==> config.mk <==
export PLATFORM = sky130hd
export DESIGN_NAME = uart_tx_arbiter
export DESIGN_NICKNAME = d
export VERILOG_FILES = /design/src/rtl/uart_tx_arbiter.sv
export SDC_FILE = /design/constraint.sdc
export NUM_CORES = 1
export LEC_CHECK = 0
export ABC_CLOCK_PERIOD_IN_PS = 3500
export CAP_MARGIN = 30
export CORE_MARGIN = 1.5
export CORE_UTILIZATION = 40
export DETAILED_ROUTE_END_ITERATION = 8
export PLACE_DENSITY = 0.74
export SLEW_MARGIN = 20
export SYNTH_ARGS = -nofsm -noshare
export SYNTH_HDL_FRONTEND = slang
export SYNTH_SLANG_ARGS = --single-unit
==> constraint.sdc <==
create_clock -name clk -period 3.5 [get_ports clk]
set_input_delay 0.35 -clock clk [delete_from_list [all_inputs] [get_ports clk]]
set_output_delay 0.35 -clock clk [all_outputs]
set_load 0.02 [all_outputs]
==> src/rtl/uart_tx_arbiter.sv <==
// Round-robin arbiter/sequencer sharing one uart_tx among NREQ byte requesters, with optional per-requester lock.
// Grant is same-cycle combinational (req_ready), tx_start from the next edge; requesters stall while a byte is in flight.
module uart_tx_arbiter #(
  parameter int NREQ          = 4,
  parameter int START_TIMEOUT = 16
) (
  input  logic                    clk,
  input  logic                    rst,
  input  logic [NREQ-1:0]         req_valid,
  input  logic [NREQ*8-1:0]       req_data,
  input  logic [NREQ-1:0]         req_lock,
  output logic [NREQ-1:0]         req_ready,
  output logic [NREQ-1:0]         req_done,
  output logic [NREQ-1:0]         req_err,
  output logic                    tx_start,
  output logic [7:0]              tx_data,
  input  logic                    tx_busy,
  input  logic                    tx_done,
  output logic [$clog2(NREQ)-1:0] owner,
  output logic                    active
);

  localparam int OW = $clog2(NREQ);
  localparam int SW = OW + 1;

  typedef enum logic [1:0] {S_IDLE, S_START, S_BUSY} state_t;

  state_t        state, state_n;
  logic [OW-1:0] rr_ptr, rr_n;
  logic [OW-1:0] owner_n;
  logic          lock_held, lock_n;
  logic [7:0]    cnt, cnt_n;
  logic          start_n;
  logic [7:0]    data_n;

  logic [NREQ-1:0] own_oh;
  logic [NREQ-1:0] cand;
  logic            found;
  logic [OW-1:0]   win;
  logic [7:0]      win_data;
  logic [SW-1:0]   sum;
  logic [OW-1:0]   idx;
  logic [OW-1:0]   next_owner;

  // Candidate selection and rotating search starting at rr_ptr.
  always_comb begin
    own_oh        = '0;
    own_oh[owner] = 1'b1;
    cand          = (lock_held && req_lock[owner]) ? (req_valid & own_oh) : req_valid;
    found         = 1'b0;
    win           = '0;
    sum           = '0;
    idx           = '0;
    for (int k = 0; k < NREQ; k++) begin
      sum = {1'b0, rr_ptr} + SW'(k);
      if (sum >= SW'(NREQ)) sum = sum - SW'(NREQ);
      idx = sum[OW-1:0];
      if (!found && cand[idx]) begin
        found = 1'b1;
        win   = idx;
      end
    end
    win_data = '0;
    for (int j = 0; j < NREQ; j++) begin
      if (OW'(j) == win) win_data = req_data[j*8 +: 8];
    end
    next_owner = (owner == OW'(NREQ - 1)) ? '0 : owner + 1'b1;
  end

  always_comb begin
    state_n   = state;
    rr_n      = rr_ptr;
    owner_n   = owner;
    lock_n    = lock_held;
    cnt_n     = cnt;
    start_n   = tx_start;
    data_n    = tx_data;
    req_ready = '0;
    req_done  = '0;
    req_err   = '0;
    case (state)
      S_IDLE: begin
        // A released lock falls back to normal arbitration in the same cycle.
        if (lock_held && !req_lock[owner]) lock_n = 1'b0;
        if (found) begin
          req_ready[win] = 1'b1;
          data_n         = win_data;
          owner_n        = win;
          start_n        = 1'b1;
          cnt_n          = '0;
          state_n        = S_START;
        end
      end
      S_START: begin
        if (tx_busy) begin
          start_n = 1'b0;
          state_n = S_BUSY;
        end else if (cnt == 8'(START_TIMEOUT - 1)) begin
          req_err[owner] = 1'b1;
          start_n        = 1'b0;
          lock_n         = 1'b0;
          rr_n           = next_owner;
          state_n        = S_IDLE;
        end else begin
          cnt_n = cnt + 8'd1;
        end
      end
      S_BUSY: begin
        // Only tx_done ends the byte; an early busy drop is not trusted.
        if (tx_done) begin
          req_done[owner] = 1'b1;
          rr_n            = next_owner;
          lock_n          = req_lock[owner];
          state_n         = S_IDLE;
        end
      end
      default: state_n = S_IDLE;
    endcase
  end

  always_ff @(posedge clk) begin
    if (rst) begin
      state     <= S_IDLE;
      rr_ptr    <= '0;
      owner     <= '0;
      lock_held <= 1'b0;
      cnt       <= '0;
      tx_start  <= 1'b0;
      tx_data   <= '0;
    end else begin
      state     <= state_n;
      rr_ptr    <= rr_n;
      owner     <= owner_n;
      lock_held <= lock_n;
      cnt       <= cnt_n;
      tx_start  <= start_n;
      tx_data   <= data_n;
    end
  end

  assign active = (state != S_IDLE);

endmodule
# Yosys cells after proc, flatten, opt, wreduce, memory -nomap -nowiden
# Index checks and enable logic that the tools add are counted.
[word_totals] ff_bits=24 in_bits=44 output_inout_bits=24 wordCells=126
[op_classes] n_addsub=9 order_cmp=12 eq_ne=14 muxes=60 bitwise=1 n_reduce_logical=23
[ops] op="8-bit 2-to-1 mux" count=7
[ops] op="2-bit 2-to-1 mux" count=16
[ops] op="4-bit 2-to-1 mux" count=8
[ops] op="2-bit by 3-bit < comparator with 1-bit output (second input constant)" count=6
[ops] op="1-bit 2-to-1 mux" count=17
[ops] op="8-bit one-hot mux with 2 select lines" count=1
[ops] op="2-bit inequality test (second input constant)" count=6
[ops] op="1-bit binary-select mux with 2-bit select" count=5
[ops] op="3-bit greater-or-equal comparator (second input constant)" count=3
[ops] op="8-bit by 1-bit adder with 8-bit output (second input constant)" count=1
[ops] op="8-bit by 4-bit equality test with 1-bit output (second input constant)" count=1
[ops] op="4-bit AND reduction" count=2
[ops] op="2-bit by 1-bit subtractor with 2-bit output (second input constant)" count=4
[ops] op="1-bit logical AND" count=7
[ops] op="2-bit by 2-bit adder with 3-bit output (second input constant)" count=2
[ops] op="2-bit one-hot mux with 3 select lines" count=1
[ops] op="3-bit AND reduction" count=2
[ops] op="2-bit nonzero test" count=3
[ops] op="5-bit AND reduction" count=1
[ops] op="4-bit bitwise AND" count=1
[ops] op="1-bit demux with 2-bit select" count=2
[ops] op="2-bit equality test (first input constant)" count=2
[ops] op="2-bit equality test (second input constant)" count=2
[ops] op="2-bit by 1-bit greater-or-equal comparator with 1-bit output (second input constant)" count=2
[ops] op="13 further kinds" count=17

# Logic depth before layout (Yosys ltp)
[depth] depth_word=24 ltp_mapped=11 depth_no_buf=9

# Worst setup path after synthesis
# OpenSTA, ideal clock, no wires.
[synth_path] path_type="reg2reg" startpoint="register owner[0]" endpoint="register tx_data[0]" setup_ns=0.122 arrival_time_ns=2.893 required_time_ns=3.378 setup_slack_ns=0.485 path_stages_with_launch=12 n_path_buf=2 synth_period_minus_slack_ns=3.015 path_cell_list="dfxtp_1 > buf_6 > inv_1 > ha_1 > or3b_1 > o221ai_2 > inv_1 > a32o_2 > nor2_4 > buf_6 > mux2_4 > a221o_1"
[synth_via] elab_chain_len=23 elab_cells_between_ends=41 cone_classes="2 x order compare; 3 x eq/ne; 25 x mux; 1 x bitwise; 10 x reduce/logical"
[synth_rtl] item="from (decl)" line_no="19" source="output logic [$clog2(NREQ)-1:0] owner,"
[synth_rtl] item="from (signal assigned)" line_no="133" source="owner <= owner_n;"
[synth_rtl] item="2-bit by 3-bit < comparator with 1-bit output (implied by the code) / 2-bit by 1-bit greater-or-equal comparator with 1-bit output (equally long branches)" line_no="48" source="own_oh[owner] = 1'b1;"
[synth_rtl] item="1-bit logical AND (implied by the code)" line_no="48"
[synth_rtl] item="1-bit 2-to-1 mux (implied by the code)" line_no="48"
[synth_rtl] item="1-bit demux with 2-bit select" line_no="48"
[synth_rtl] item="4-bit bitwise AND" line_no="49" source="cand = (lock_held && req_lock[owner]) ? (req_valid & own_oh) : req_valid;"
[synth_rtl] item="4-bit 2-to-1 mux (*)" line_no="49"
[synth_rtl] item="1-bit binary-select mux with 2-bit select" line_no="58" source="if (!found && cand[idx]) begin"
[synth_rtl] item="1-bit 2-to-1 mux (implied by the code)" line_no="58"
[synth_rtl] item="[4 not listed]"
[synth_rtl] item="1-bit logical NOT" line_no="58"
[synth_rtl] item="1-bit logical AND" line_no="58"
[synth_rtl] item="1-bit 2-to-1 mux" line_no="58"
[synth_rtl] item="1-bit logical NOT" line_no="58"
[synth_rtl] item="1-bit logical AND" line_no="58"
[synth_rtl] item="2-bit 2-to-1 mux" line_no="58"
[synth_rtl] item="2-bit logical NOT" line_no="65" source="if (OW'(j) == win) win_data = req_data[j*8 +: 8];"
[synth_rtl] item="8-bit 2-to-1 mux (4 in series)" line_no="65"
[synth_rtl] item="to (signal assigned)" line_no="137" source="tx_data <= data_n;"
[synth_rtl] item="to (decl)" line_no="16" source="output logic [7:0] tx_data,"
# Every way passes the cells marked *; elsewhere a longest branch is shown, timed or not. The select of a mux whose other input is x is not followed.
# A chain may end at the register's enable or synchronous reset.

# Worst setup path after layout
[layout_path] startpoint="register owner[1]" endpoint="output port req_ready[1]"
[layout_via] elab_chain_len=24 elab_cells_between_ends=39 cone_classes="4 x order compare; 25 x mux; 1 x bitwise; 9 x reduce/logical"
[layout_rtl] item="2-bit by 3-bit < comparator with 1-bit output (implied by the code) / 2-bit by 1-bit greater-or-equal comparator with 1-bit output (equally long branches)" line_no="48"
[layout_rtl] item="1-bit logical AND (implied by the code)" line_no="48"
[layout_rtl] item="1-bit 2-to-1 mux (implied by the code)" line_no="48"
[layout_rtl] item="1-bit demux with 2-bit select" line_no="48"
[layout_rtl] item="4-bit bitwise AND" line_no="49"
[layout_rtl] item="4-bit 2-to-1 mux (*)" line_no="49"
[layout_rtl] item="1-bit binary-select mux with 2-bit select" line_no="58"
[layout_rtl] item="1-bit 2-to-1 mux (implied by the code)" line_no="58"
[layout_rtl] item="[8 not listed]"
[layout_rtl] item="1-bit logical AND" line_no="58"
[layout_rtl] item="2-bit 2-to-1 mux" line_no="58"
[layout_rtl] item="2-bit by 3-bit < comparator with 1-bit output (implied by the code) / 2-bit by 1-bit greater-or-equal comparator with 1-bit output (equally long branches)" line_no="86" source="req_ready[win] = 1'b1;"
[layout_rtl] item="1-bit logical AND (implied by the code)" line_no="86"
[layout_rtl] item="1-bit 2-to-1 mux (implied by the code)" line_no="86"
[layout_rtl] item="1-bit demux with 2-bit select" line_no="86"
[layout_rtl] item="4-bit 2-to-1 mux (*)" line_no="85" source="if (found) begin"
[layout_rtl] item="4-bit 2-to-1 mux (*)" line_no="81" source="case (state)"
[layout_rtl] item="to (decl)" line_no="12" source="output logic [NREQ-1:0] req_ready,"
# Marked as above.

==> impl_metrics.csv <==
group,metric,value,unit
placed_design,hpwl,3510,um
floorplanning,die_area,0.00447,mm^2
clock_network,clock_latency,270,ps
global_routing,antenna_found_initial,0,
routing,avgViaCountPerCell,5.50,
clock_network,cts_max_level,1,
power_and_ir_drop,switchingPower,233,uW
power_and_ir_drop,p_seq_frac,0.377,
floorplanning,core_area,0.00397,mm^2
synthesis,synth_edf_count,0,
floorplanning,die_w,66.8,um
power_and_ir_drop,pwr-share-comb,0.316,
synthesis,syn_avg_cell_area,8.45,um^2
global_routing,gr-total-overflow,0,
min_path,hold_class,"flip-flop to flip-flop",
placed_design,port_buffers,67,
routing,ant_nets,0,
synthesis,syn-num-nets,242,
routing,detail_route.iter0.violations,87,
global_routing,grt.total_usage,0.206,
sta,min_period_over_period,0.960,
cells_and_area,fin_cells,317,
sta,final_max_slew_viol_count,0,
power_and_ir_drop,power_density,325,mW/mm^2
power_and_ir_drop,power_frac_clock,0.307,
sta,finalHoldViolations,0,
worst_setup_path,critPathCaptureType,"primary output",
routing,routed_wirelength,4640,um
cells_and_area,drive_gt1_frac,0.124,
placed_design,placed_cells,311,
power_and_ir_drop,vdd.ir_drop.worst,0.218,mV
sta,rsz0062_at_grt,"no",
clock_network,clk_path_buf_depth,2,
sta,fmaxAchievable,0.297,GHz
worst_setup_path,critPathKind,"flip-flop to primary output",
global_routing,grt_start_max_net_pins,15,
power_and_ir_drop,p_leak,0.952,nW
worst_setup_path,cp.required,3150,ps
run,maxCapViolations,0,
run_status,status,"finished, final reports clean",
clock_network,numCtsBuffers,3,
clock_network,clk_root_buffer_cell,"clkbuf_8",
synthesis,synthTopCellsByArea,"dfxtp_1 (29%), mux2_4 (5.5%), nor2_1 (5.3%)",
min_path,hold_depth,2,
cells_and_area,nNetsFinal,317,
sta,fin_crit,3360,ps
floorplanning,io_pins,68,
sta,relSlewSlack,0.533,
sta,finClkSkew,8.45,ps
sta,fin_setup_tns,0,ps
synthesis,syn_area,0.00163,mm^2
routing,via_count,1745,
routing,drc,0,
cells_and_area,syn2layout_area_growth,53.3,%
worst_setup_path,reg2reg_depth,10,
synthesis,synthArstFlopShare,0,
synthesis,synthCells,193,
sta,setup_viol_count_final,0,
clock_network,cts_tree,"done",
synthesis,synth_flop_cell,"dfxtp_1",
routing,detail_route.wl_per_cell,14.6,um
floorplanning,rows,23,
worst_setup_path,arrival,3010,ps
placed_design,routabilityCongestion,0.792,
power_and_ir_drop,p_sw_frac,0.287,
floorplanning,die_y,66.8,um
floorplanning,initial_core_util,0.411,
synthesis,synth_top_area_cell,"dfxtp_1",
synthesis,ys_seq_area_frac,0.295,
global_routing,grt_pass1_vias,1584,
power_and_ir_drop,intPower,580,uW
cells_and_area,fill_cells,374,
clock_network,clk_pin_slew_worst_paths,90,ps
synthesis,synth_warnings,0,
worst_setup_path,cp_max_fo,9,
sta,tightest_slew,700,ps
worst_setup_path,start_kind,"flip-flop",
worst_setup_path,r2r_setup_slack,610,ps
clock_network,cts_hold_buf,0,
synthesis,yosysTopAreaCellShare,0.295,
synthesis,yosys.cell_types.count,46,
routing,first_pass_iters,4,
global_routing,grt_pass1_wl,7160,um
synthesis,synth_most_common_cell,"dfxtp_1",
synthesis,synth_seq_cells,24,
cells_and_area,diodes,0,
synthesis,synthTopCellsByCount,"dfxtp_1 (24), nor2_1 (23), a21oi_1 (17)",
clock_network,cts.sinks,24,
## what timing repair did
action,CTS,global route
resized for setup,2,4
pin swaps,0,1
buffers inserted,0,2
endpoints found under the setup margin,3,3
## placed cells by master, fill, tap and decap left out, types with 3 or more instances in the layout
master            n
a21oi_1          17
inv_1             6
dfxtp_1          23
nor2_1           23
nand2b_1          4
or3b_1            3
o21ai_0          11
nand3b_1          4
a221o_1           8
ha_1              5
clkbuf_8          3
or3_1             3
buf_4             9
xor2_1            3
nand3_1          10
mux2_4            6
and2_1            9
nand2_1          13
clkdlybuf4s50_1  65
## sequential cells by signal, summed over array words and instances, names as in the netlist
signal / cells
lock_held: 1
rr_ptr: 2
owner: 2
tx_data: 8
cnt: 8
state: 2
tx_start: 1
## metal layers
layer	GRT usage	vias up	routed length, um
li1	-	871	-
met3	0.0456	5	276
met1	0.275	818	2210
met2	0.344	51	2130
met5	0	-	0
met4	0.0332	0	17
## metrics by stage
step                      power, mW  utilization  area [um^2]  hold slack (ps)  setup WS, ps
after floorplan               0.443            -         1630              451           485
after global placement        0.561        0.599         2380              467           181
after detailed placement      0.563        0.599         2380              477           144
after CTS                     0.812        0.618         2460              493          10.5
after global routing          0.848        0.629         2500              516          1.58
final                         0.813        0.629         2500              486           138
## cell type report
type,count,area [um^2],area share
Clock buffer,3,41.3,0.0165
Clock inverter,1,30.0,0.0120
Inverter,6,22.5,0.00901
Multi-Input combinational cell,157,1120,0.447
Sequential cell,24,482,0.193
Tap cell,50,62.6,0.0250
Timing Repair Buffer,76,743,0.297
## worst max-delay path: stages (launching register included)
cell             delay [ps]
dfxtp_2                 410
inv_1                    80
ha_1                    220
or3b_1                  370
o221ai_2                270
inv_1                   110
a32o_2                  340
nor2_4                  180
inv_1                    70
nor2_1                  100
clkdlybuf4s50_1         610
## power groups by stage
stage / combinational (mW) / clock (mW) / sequential [mW]
6_report: 0.257 / 0.250 / 0.306
5_1_grt: 0.277 / 0.262 / 0.309
4_1_cts: 0.253 / 0.254 / 0.306
3_5_place_dp: 0.250 / 0 / 0.312
3_3_place_gp: 0.249 / 0 / 0.311
2_1_floorplan: 0.115 / 0 / 0.328
## path summary, 6_finish.rpt
path	start	end
max	owner[1]	req_ready[1]
min	owner[0]	owner[0]
max reg2reg	owner[1]	tx_data[2]
min reg2reg	owner[0]	owner[0]
## cells by family after synthesis
| kind of cell | count (synthesis) | share of synthesized area |
|---|---|---|
| AO/OA/AOI/OAI | 55 | 0.259 |
| XOR/XNOR | 4 | 0.0215 |
| adder cells (fa/ha/maj) | 5 | 0.0384 |
| buffers and inverters | 12 | 0.0376 |
| flip-flops | 24 | 0.295 |
| multiplexers | 10 | 0.0814 |
| AND/OR/NAND/NOR | 83 | 0.267 |
(Power assumes the default switching activity.)
